File: src/rtl/pw_pkg.sv
// Shared encodings for the password-lock stimulus driver: FSM states and verdict codes.
package pw_pkg;

  localparam logic [2:0] ST_IDLE     = 3'd0;
  localparam logic [2:0] ST_LOCK_RST = 3'd1;
  localparam logic [2:0] ST_PRESS    = 3'd2;
  localparam logic [2:0] ST_WAIT     = 3'd3;
  localparam logic [2:0] ST_REPORT   = 3'd4;

  localparam logic [1:0] RES_NONE    = 2'b00;
  localparam logic [1:0] RES_OPEN    = 2'b01;
  localparam logic [1:0] RES_WRONG   = 2'b10;
  localparam logic [1:0] RES_TIMEOUT = 2'b11;

endpackage

File: src/rtl/sat_counter.sv
// Saturating up-counter with synchronous clear taking priority over increment.
module sat_counter #(
  parameter int WIDTH = 16
) (
  input  logic             clk,
  input  logic             reset_n,
  input  logic             inc,
  input  logic             clr,
  output logic [WIDTH-1:0] cnt
);

  logic [WIDTH-1:0] cnt_q, cnt_d;

  always_comb begin
    cnt_d = cnt_q;
    if (clr)
      cnt_d = '0;
    else if (inc && (cnt_q != {WIDTH{1'b1}}))
      cnt_d = cnt_q + WIDTH'(1);
  end

  always_ff @(posedge clk or negedge reset_n) begin
    if (!reset_n) cnt_q <= '0;
    else          cnt_q <= cnt_d;
  end

  assign cnt = cnt_q;

endmodule

File: src/rtl/pw_entry_driver.sv
// Drives one password attempt into the lock (reset, char, enter press) and records
// the verdict, keeping saturating trial/open tallies for repeated fault-injection runs.
module pw_entry_driver
  import pw_pkg::*;
#(
  parameter int PW_WIDTH       = 8,
  parameter int RST_CYCLES     = 2,
  parameter int PRESS_CYCLES   = 4,
  parameter int TIMEOUT_CYCLES = 16,
  parameter int CNT_WIDTH      = 16
) (
  input  logic                 clk,
  input  logic                 reset_n,
  input  logic                 start,
  input  logic                 abort,
  input  logic                 clear_cnt,
  input  logic [PW_WIDTH-1:0]  char_value,
  input  logic                 open_in,
  input  logic                 wrong_in,
  output logic [PW_WIDTH:0]    char_out,
  output logic                 enter_out,
  output logic                 lock_rst_n,
  output logic                 busy,
  output logic                 done,
  output logic [1:0]           result,
  output logic [CNT_WIDTH-1:0] trial_cnt,
  output logic [CNT_WIDTH-1:0] open_cnt
);

  localparam int MAX_RP = (RST_CYCLES > PRESS_CYCLES) ? RST_CYCLES : PRESS_CYCLES;
  localparam int MAXC   = (MAX_RP > TIMEOUT_CYCLES) ? MAX_RP : TIMEOUT_CYCLES;
  localparam int CW     = (MAXC > 1) ? $clog2(MAXC) : 1;

  localparam logic [CW-1:0] RST_LAST   = CW'(RST_CYCLES - 1);
  localparam logic [CW-1:0] PRESS_LAST = CW'(PRESS_CYCLES - 1);
  localparam logic [CW-1:0] TO_LAST    = CW'(TIMEOUT_CYCLES - 1);

  logic [2:0]          state_q, state_d;
  logic [CW-1:0]       cyc_q, cyc_d;
  logic [1:0]          verdict_q, verdict_d;
  logic [PW_WIDTH-1:0] char_q, char_d;
  logic                enter_q, lrst_n_q, busy_q, done_q;
  logic [1:0]          result_q;
  logic                rpt_commit, open_commit;

  always_comb begin
    state_d   = state_q;
    verdict_d = verdict_q;
    char_d    = char_q;
    case (state_q)
      ST_IDLE: begin
        if (start && !abort) begin
          state_d = ST_LOCK_RST;
          char_d  = char_value;
        end
      end
      ST_LOCK_RST: if (cyc_q == RST_LAST)   state_d = ST_PRESS;
      ST_PRESS:    if (cyc_q == PRESS_LAST) state_d = ST_WAIT;
      ST_WAIT: begin
        // Indicators are only trusted here, so stale levels from the last trial are masked.
        if (open_in) begin
          verdict_d = RES_OPEN;
          state_d   = ST_REPORT;
        end else if (wrong_in) begin
          verdict_d = RES_WRONG;
          state_d   = ST_REPORT;
        end else if (cyc_q == TO_LAST) begin
          verdict_d = RES_TIMEOUT;
          state_d   = ST_REPORT;
        end
      end
      ST_REPORT: state_d = ST_IDLE;
      default:   state_d = ST_IDLE;
    endcase
    if (abort && (state_q != ST_IDLE))
      state_d = ST_IDLE;

    if ((state_q == ST_IDLE) || (state_d != state_q))
      cyc_d = '0;
    else
      cyc_d = cyc_q + CW'(1);
  end

  assign rpt_commit  = (state_q == ST_REPORT) && !abort;
  assign open_commit = rpt_commit && (verdict_q == RES_OPEN);

  // Lock-facing strobes follow the state register one cycle later; abort kills them at once.
  always_ff @(posedge clk or negedge reset_n) begin
    if (!reset_n) begin
      state_q   <= ST_IDLE;
      cyc_q     <= '0;
      verdict_q <= RES_NONE;
      char_q    <= '0;
      enter_q   <= 1'b0;
      lrst_n_q  <= 1'b1;
      busy_q    <= 1'b0;
      done_q    <= 1'b0;
      result_q  <= RES_NONE;
    end else begin
      state_q   <= state_d;
      cyc_q     <= cyc_d;
      verdict_q <= verdict_d;
      char_q    <= char_d;
      enter_q   <= (state_q == ST_PRESS) && !abort;
      lrst_n_q  <= !((state_q == ST_LOCK_RST) && !abort);
      busy_q    <= (state_d != ST_IDLE);
      done_q    <= rpt_commit;
      if (rpt_commit) result_q <= verdict_q;
    end
  end

  sat_counter #(.WIDTH(CNT_WIDTH)) u_trial_cnt (
    .clk     (clk),
    .reset_n (reset_n),
    .inc     (rpt_commit),
    .clr     (clear_cnt),
    .cnt     (trial_cnt)
  );

  sat_counter #(.WIDTH(CNT_WIDTH)) u_open_cnt (
    .clk     (clk),
    .reset_n (reset_n),
    .inc     (open_commit),
    .clr     (clear_cnt),
    .cnt     (open_cnt)
  );

  assign char_out   = {1'b0, char_q};
  assign enter_out  = enter_q;
  assign lock_rst_n = lrst_n_q;
  assign busy       = busy_q;
  assign done       = done_q;
  assign result     = result_q;

endmodule

File: config.mk
export PLATFORM = sky130hd
export DESIGN_NAME = pw_entry_driver
export DESIGN_NICKNAME = d
export VERILOG_FILES = /design/src/rtl/pw_pkg.sv /design/src/rtl/sat_counter.sv /design/src/rtl/pw_entry_driver.sv
export SDC_FILE = /design/constraint.sdc
export NUM_CORES = 1
export LEC_CHECK = 0
export CAP_MARGIN = 10
export CORE_MARGIN = 2
export CORE_UTILIZATION = 45
export DETAILED_ROUTE_END_ITERATION = 8
export GPL_ROUTABILITY_DRIVEN = 0
export HOLD_SLACK_MARGIN = 0.08
export PLACE_DENSITY = 0.83
export REMOVE_ABC_BUFFERS = 1
export SYNTH_ARGS = -nofsm -noshare
export SYNTH_HDL_FRONTEND = slang
export SYNTH_SLANG_ARGS = --single-unit
File: constraint.sdc
create_clock -name clk -period 4 [get_ports clk]
set_clock_uncertainty 0.05 [all_clocks]
set_input_delay 0.6 -clock clk [delete_from_list [all_inputs] [get_ports clk]]
set_output_delay 0.6 -clock clk [all_outputs]
set_load 0.01 [all_outputs]
==> After elaboration in Yosys (flattened, before gate mapping) <==
Index checks and enable logic that the tools add are counted.
{ "word_totals": {"ff_bits": 55, "latchBits": 0, "ram_bits": 0, "mem_bits_ro": 0, "input_bits": 15, "output_inout_bits": 47, "n_memories": 0} }
{ "classes": {"add_sub_neg": 3, "multipliers": 0, "div": 0, "order_cmp": 0, "eq_ne": 11, "shift": 0, "n_mux": 16, "bitwise": 0, "reduce_logical": 19} }
{ "op_table": {"columns": ["cell", "n"], "rows": [
  ["16-bit 2-to-1 mux", 4],
  ["16-bit by 1-bit adder with 16-bit output, second input constant", 2],
  ["16-bit != test, second input constant", 2],
  ["3-bit 2-to-1 mux", 7],
  ["3-bit one-hot mux with 4 select lines", 1],
  ["3-bit nonzero test", 3],
  ["1-bit logical AND", 8],
  ["3-bit by 2-bit equality test with 1-bit output, second input constant", 2],
  ["2-bit 2-to-1 mux", 3],
  ["4-bit by 1-bit adder with 4-bit output, second input constant", 1],
  ["4-bit by 1-bit equality test with 1-bit output, second input constant", 1],
  ["4-bit by 2-bit equality test with 1-bit output, second input constant", 1],
  ["4-bit equality test, second input constant", 1],
  ["4-bit 2-to-1 mux", 1],
  ["2-bit AND reduction", 2],
  ["2-bit nonzero test", 2],
  ["3-bit by 1-bit equality test with 1-bit output, second input constant", 1],
  ["3-bit equality test, second input constant", 1],
  ["3-bit zero test", 1],
  ["3-bit != test", 1],
  ["2-bit by 1-bit equality test with 1-bit output, second input constant", 1],
  ["1-bit zero test", 2],
  ["1-bit logical OR", 1]
]} }

==> Depth between registers and ports, before layout <==
{ "logic_depth": {"depth_word": 9, "depth_mapped": 8, "ltp_nobuf": 6} }

==> Hierarchy <==
Synthesis repeated with hierarchy kept, for this count alone.
{ "unflattened": {"hier_cells": 276, "hier_area_um2": 2940.3} }
{ "by_module_without_submodules": {"columns": ["mod", "n_inst", "cells_per_inst", "area_each_um2", "seq_area_each_um2"], "rows": [
  ["sat_counter", 2, 98, 942.2, 400.4],
  ["pw_entry_driver", 1, 80, 1056.0, 576.8]
]} }

==> Least setup slack after synthesis <==
OpenSTA, ideal clock, no wires.
{ "synth_path": {"path_type": "input to register", "from": "input port abort", "to": "register u_open_cnt.cnt_q[7], in the netlist u_open_cnt.cnt[7]", "t_arrival_ps": 2019, "required_ps": 3814, "slack_ps": 1795, "cell_stages": 6, "n_path_buf": 1, "cell_sequence": "or4b_4 -> buf_6 -> nor4_1 -> nand2_1 -> and4bb_1 -> nor3_1"} }
{ "synth_via": {"elab_chain_cells": 5} }
{ "synth_lines": {"columns": ["element", "line", "source"], "rows": [
  ["start: declaration", "pw_entry_driver.sv:15", "input logic abort,"],
  ["1-bit zero test", "pw_entry_driver.sv:84", "assign rpt_commit = (state_q == ST_REPORT) && !abort;"],
  ["1-bit logical AND", "pw_entry_driver.sv:84", null],
  ["1-bit logical AND", "pw_entry_driver.sv:85", "assign open_commit = rpt_commit && (verdict_q == RES_OPEN);"],
  ["1-bit logical AND", "sat_counter.sv:18", "else if (inc && (cnt_q != {WIDTH{1'b1}}))"],
  ["2-bit nonzero test (no line)", null, null],
  ["end signal: assignment", "sat_counter.sv:24", "else cnt_q <= cnt_d;"],
  ["end: declaration", "sat_counter.sv:12", "logic [WIDTH-1:0] cnt_q, cnt_d;"]
]} }
No other way between the ends.
A chain may end at the register's enable or synchronous reset.

==> Final worst setup path <==
Same ends and word-level chain as after synthesis.

==> flow_metrics.env <==
export IMPL_status="complete, no violations"
export IMPL_min_period_ns=2.611
export IMPL_die_y_um=81.82
export IMPL_wl_per_cell_um=14.03
export IMPL_h_tree_depth=2
export IMPL_drive_gt1_share_pct=8.869
export IMPL_synthTopCellsByArea="dfrtp_1, xnor2_1, nor2_1, nand2_1, mux2_2"
export IMPL_power_density_mw_per_mm2=362.8
export IMPL_synth_top_area_cell="dfrtp_1"
export IMPL_final_common_cell="clkdlybuf4s50_1"
export IMPL_vias=2152
export IMPL_rsz0062_at_grt="no"
export IMPL_clock_sinks=55
export IMPL_cts_resized=0
export IMPL_cp_max_fo=7
export IMPL_clock_path_buffers=2
export IMPL_synth_cell_area_sq_mm=0.002725
export IMPL_syn_inst=267
export IMPL_synth_seq_cells=55
export IMPL_cts_tree="done"
export IMPL_arrival_ns=2.76
export IMPL_slew_viol_final=0
export IMPL_dieArea_sq_mm=0.006695
export IMPL_worst_setup_path_end_kind="flop"
export IMPL_portBuffers=60
export IMPL_avgSynthCellArea_sq_um=10.21
export IMPL_layout_common_cells="clkdlybuf4s50_1, dfrtp_1, nor2_1"
export IMPL_gr_usage_all_layers_pct=17.80
export IMPL_fin_crit_sh_pct=65.28
export IMPL_yosys_area_top_type_share_pct=49.59
export IMPL_placement_rows=28
export IMPL_finalHoldViolCount=0
export IMPL_root_buffer="clkbuf_8"
export IMPL_finalSetupViolations=0
export IMPL_pin_count=62
export IMPL_ys_flop_type="dfrtp_1"
export IMPL_tns_ns=0
export IMPL_grt_max_degree=43
export IMPL_yosysWarnings=0
export IMPL_synth_async_reset_ratio_pct=100.0
export IMPL_final_net_count=346
export IMPL_final_util_pct=59.16
export IMPL_first_iter_violations=134
export IMPL_drt_total_wl_um=5639
export IMPL_critPathLaunchType="input port"
export IMPL_initial_utilization_pct=46.30
export IMPL_synth_edf_count=0
export IMPL_cp_data_required_time_ns=4.15
export IMPL_cts_repair_timing_setup_buffer_count=0
export IMPL_seq_area_frac_synth_pct=50.55
export IMPL_startpoint="abort"
export IMPL_clk_latency_ns=0.31
export IMPL_n_antenna_cell=0
export IMPL_overflow=0
export IMPL_slew_headroom_pct=39.67
export IMPL_antenna_found_initial=0
export IMPL_antenna_left=0
export IMPL_grt_pass1_vias=2170
export IMPL_avgViaCountPerCell=5.353
export IMPL_clkTransAtPathRegs_ns=0.09
export IMPL_core_sq_mm=0.005886
export IMPL_tightest_slew_ns=0.9050
export IMPL_timing_fmax_mhz=383.0
export IMPL_die_width_um=81.82
export IMPL_drc=0
export IMPL_worstReg2RegStart="state_q[0]"
export IMPL_place_hpwl_um=4048
export IMPL_first_pass_iters=4
export IMPL_criticalPathCategory="in2reg"
export IMPL_synth_cell_types=48
export IMPL_hold_path_class="in2async"
export IMPL_grt_pass1_wl_um=9204
export IMPL_peakVddDrop_mv=0.2845
export IMPL_cts_hold_buffers=0
export IMPL_areaGrowthSynthToFinish_pct=27.78
export IMPL_numCtsBuffers=5
export IMPL_p_leak_nw=1.385
export IMPL_cap_violations=0
==> worst max-delay path, cell delays in order <==
cell and delay (ns):
clkdlybuf4s50_1 0.50, or4b_4 0.61, nor4_1 0.57, nand2_1 0.13, and4bb_1 0.29, nor3_1 0.05
==> path summary, 6_finish.rpt <==
path	endpoint	slack, ns	cells past startpoint
min	char_q[4]	0.37	1
min in group clk	cyc_q[0]	0.45	1
min reg2reg	cyc_q[0]	0.45	1
max in group asynchronous	lock_rst_n	2.73	2
max	u_open_cnt.cnt[7]	1.39	6
max reg2reg	u_open_cnt.cnt[7]	1.68	5
==> layout make-up <==
type	count	area, sq um
multi-input combinational	199	1267
inverter	4	27.53
timing repair buffer	62	628.1
fill	523	2404
clock buffer	6	82.58
tap	75	93.84
clock inverter	1	5.005
sequential	55	1378
==> metal layers <==
layer  GRT usage (%)  vias up  wire (um)
met5               0        -          0
met4           6.000        0         27
met3           4.835        4        305
met2           30.73       56       2823
met1           21.44     1038       2483
li1                -     1054          -
==> cells by family (layout without fill, tap and decap cells) <==
kind of cell | Yosys count | in the layout | share of synthesized area (%)
buf+inv | 13 | 73 | 2.939
other cells | 1 | 1 | 0.1376
flops | 55 | 55 | 50.55
mux | 10 | 10 | 4.041
simple gates | 130 | 130 | 25.21
compound gates | 27 | 27 | 6.612
fa+ha+maj | 4 | 4 | 1.837
xor+xnor | 27 | 27 | 8.678
==> synthesized netlist by cell type, drive strengths merged (2+ instances only) <==
cell type and count:
a211oi 5, a21oi 5, a31oi 5, and2 3
and3 4, and4bb 2, buf 3, clkbuf 6
dfrtp 54, ha 4, inv 3, mux2 8
mux2i 2, nand2 26, nand3 12, nand4 7
nor2 46, nor2b 3, nor3 8, nor4 8
nor4b 2, o211ai 2, o21ai 4, xnor2 20
xor2 7
==> registers in the layout (all words and copies together), names as in the netlist <==
register,cells
state_q,3
busy,1
cyc_q,4
verdict_q,2
enter_out,1
done,1
result,2
u_trial_cnt.cnt,16
lock_rst_n,1
char_q,8
u_open_cnt.cnt,16
==> stage by stage <==
step	std cells	power (mW)	instance area (sq um)	hold WS [ns]	worst slack, ns
after global placement	394	0.9604	3369	0.4102	1.200
after global routing	402	1.339	3482	0.4434	1.391
after floorplan	258	0.8090	2673	0.2544	1.848
final	402	1.263	3482	0.3687	1.389
after detailed placement	394	0.9683	3369	0.4138	1.073
after CTS	401	1.281	3457	0.3972	1.398
==> power by group <==
| group | internal, mW | switching (mW) | total [mW] |
|---|---|---|---|
| combinational | 0.164 | 0.119 | 0.282 |
| sequential | 0.626 | 0.0478 | 0.674 |
| clock | 0.136 | 0.171 | 0.307 |
| total | 0.926 | 0.337 | 1.26 |
Note: power is estimated with default switching activity, not from simulation.
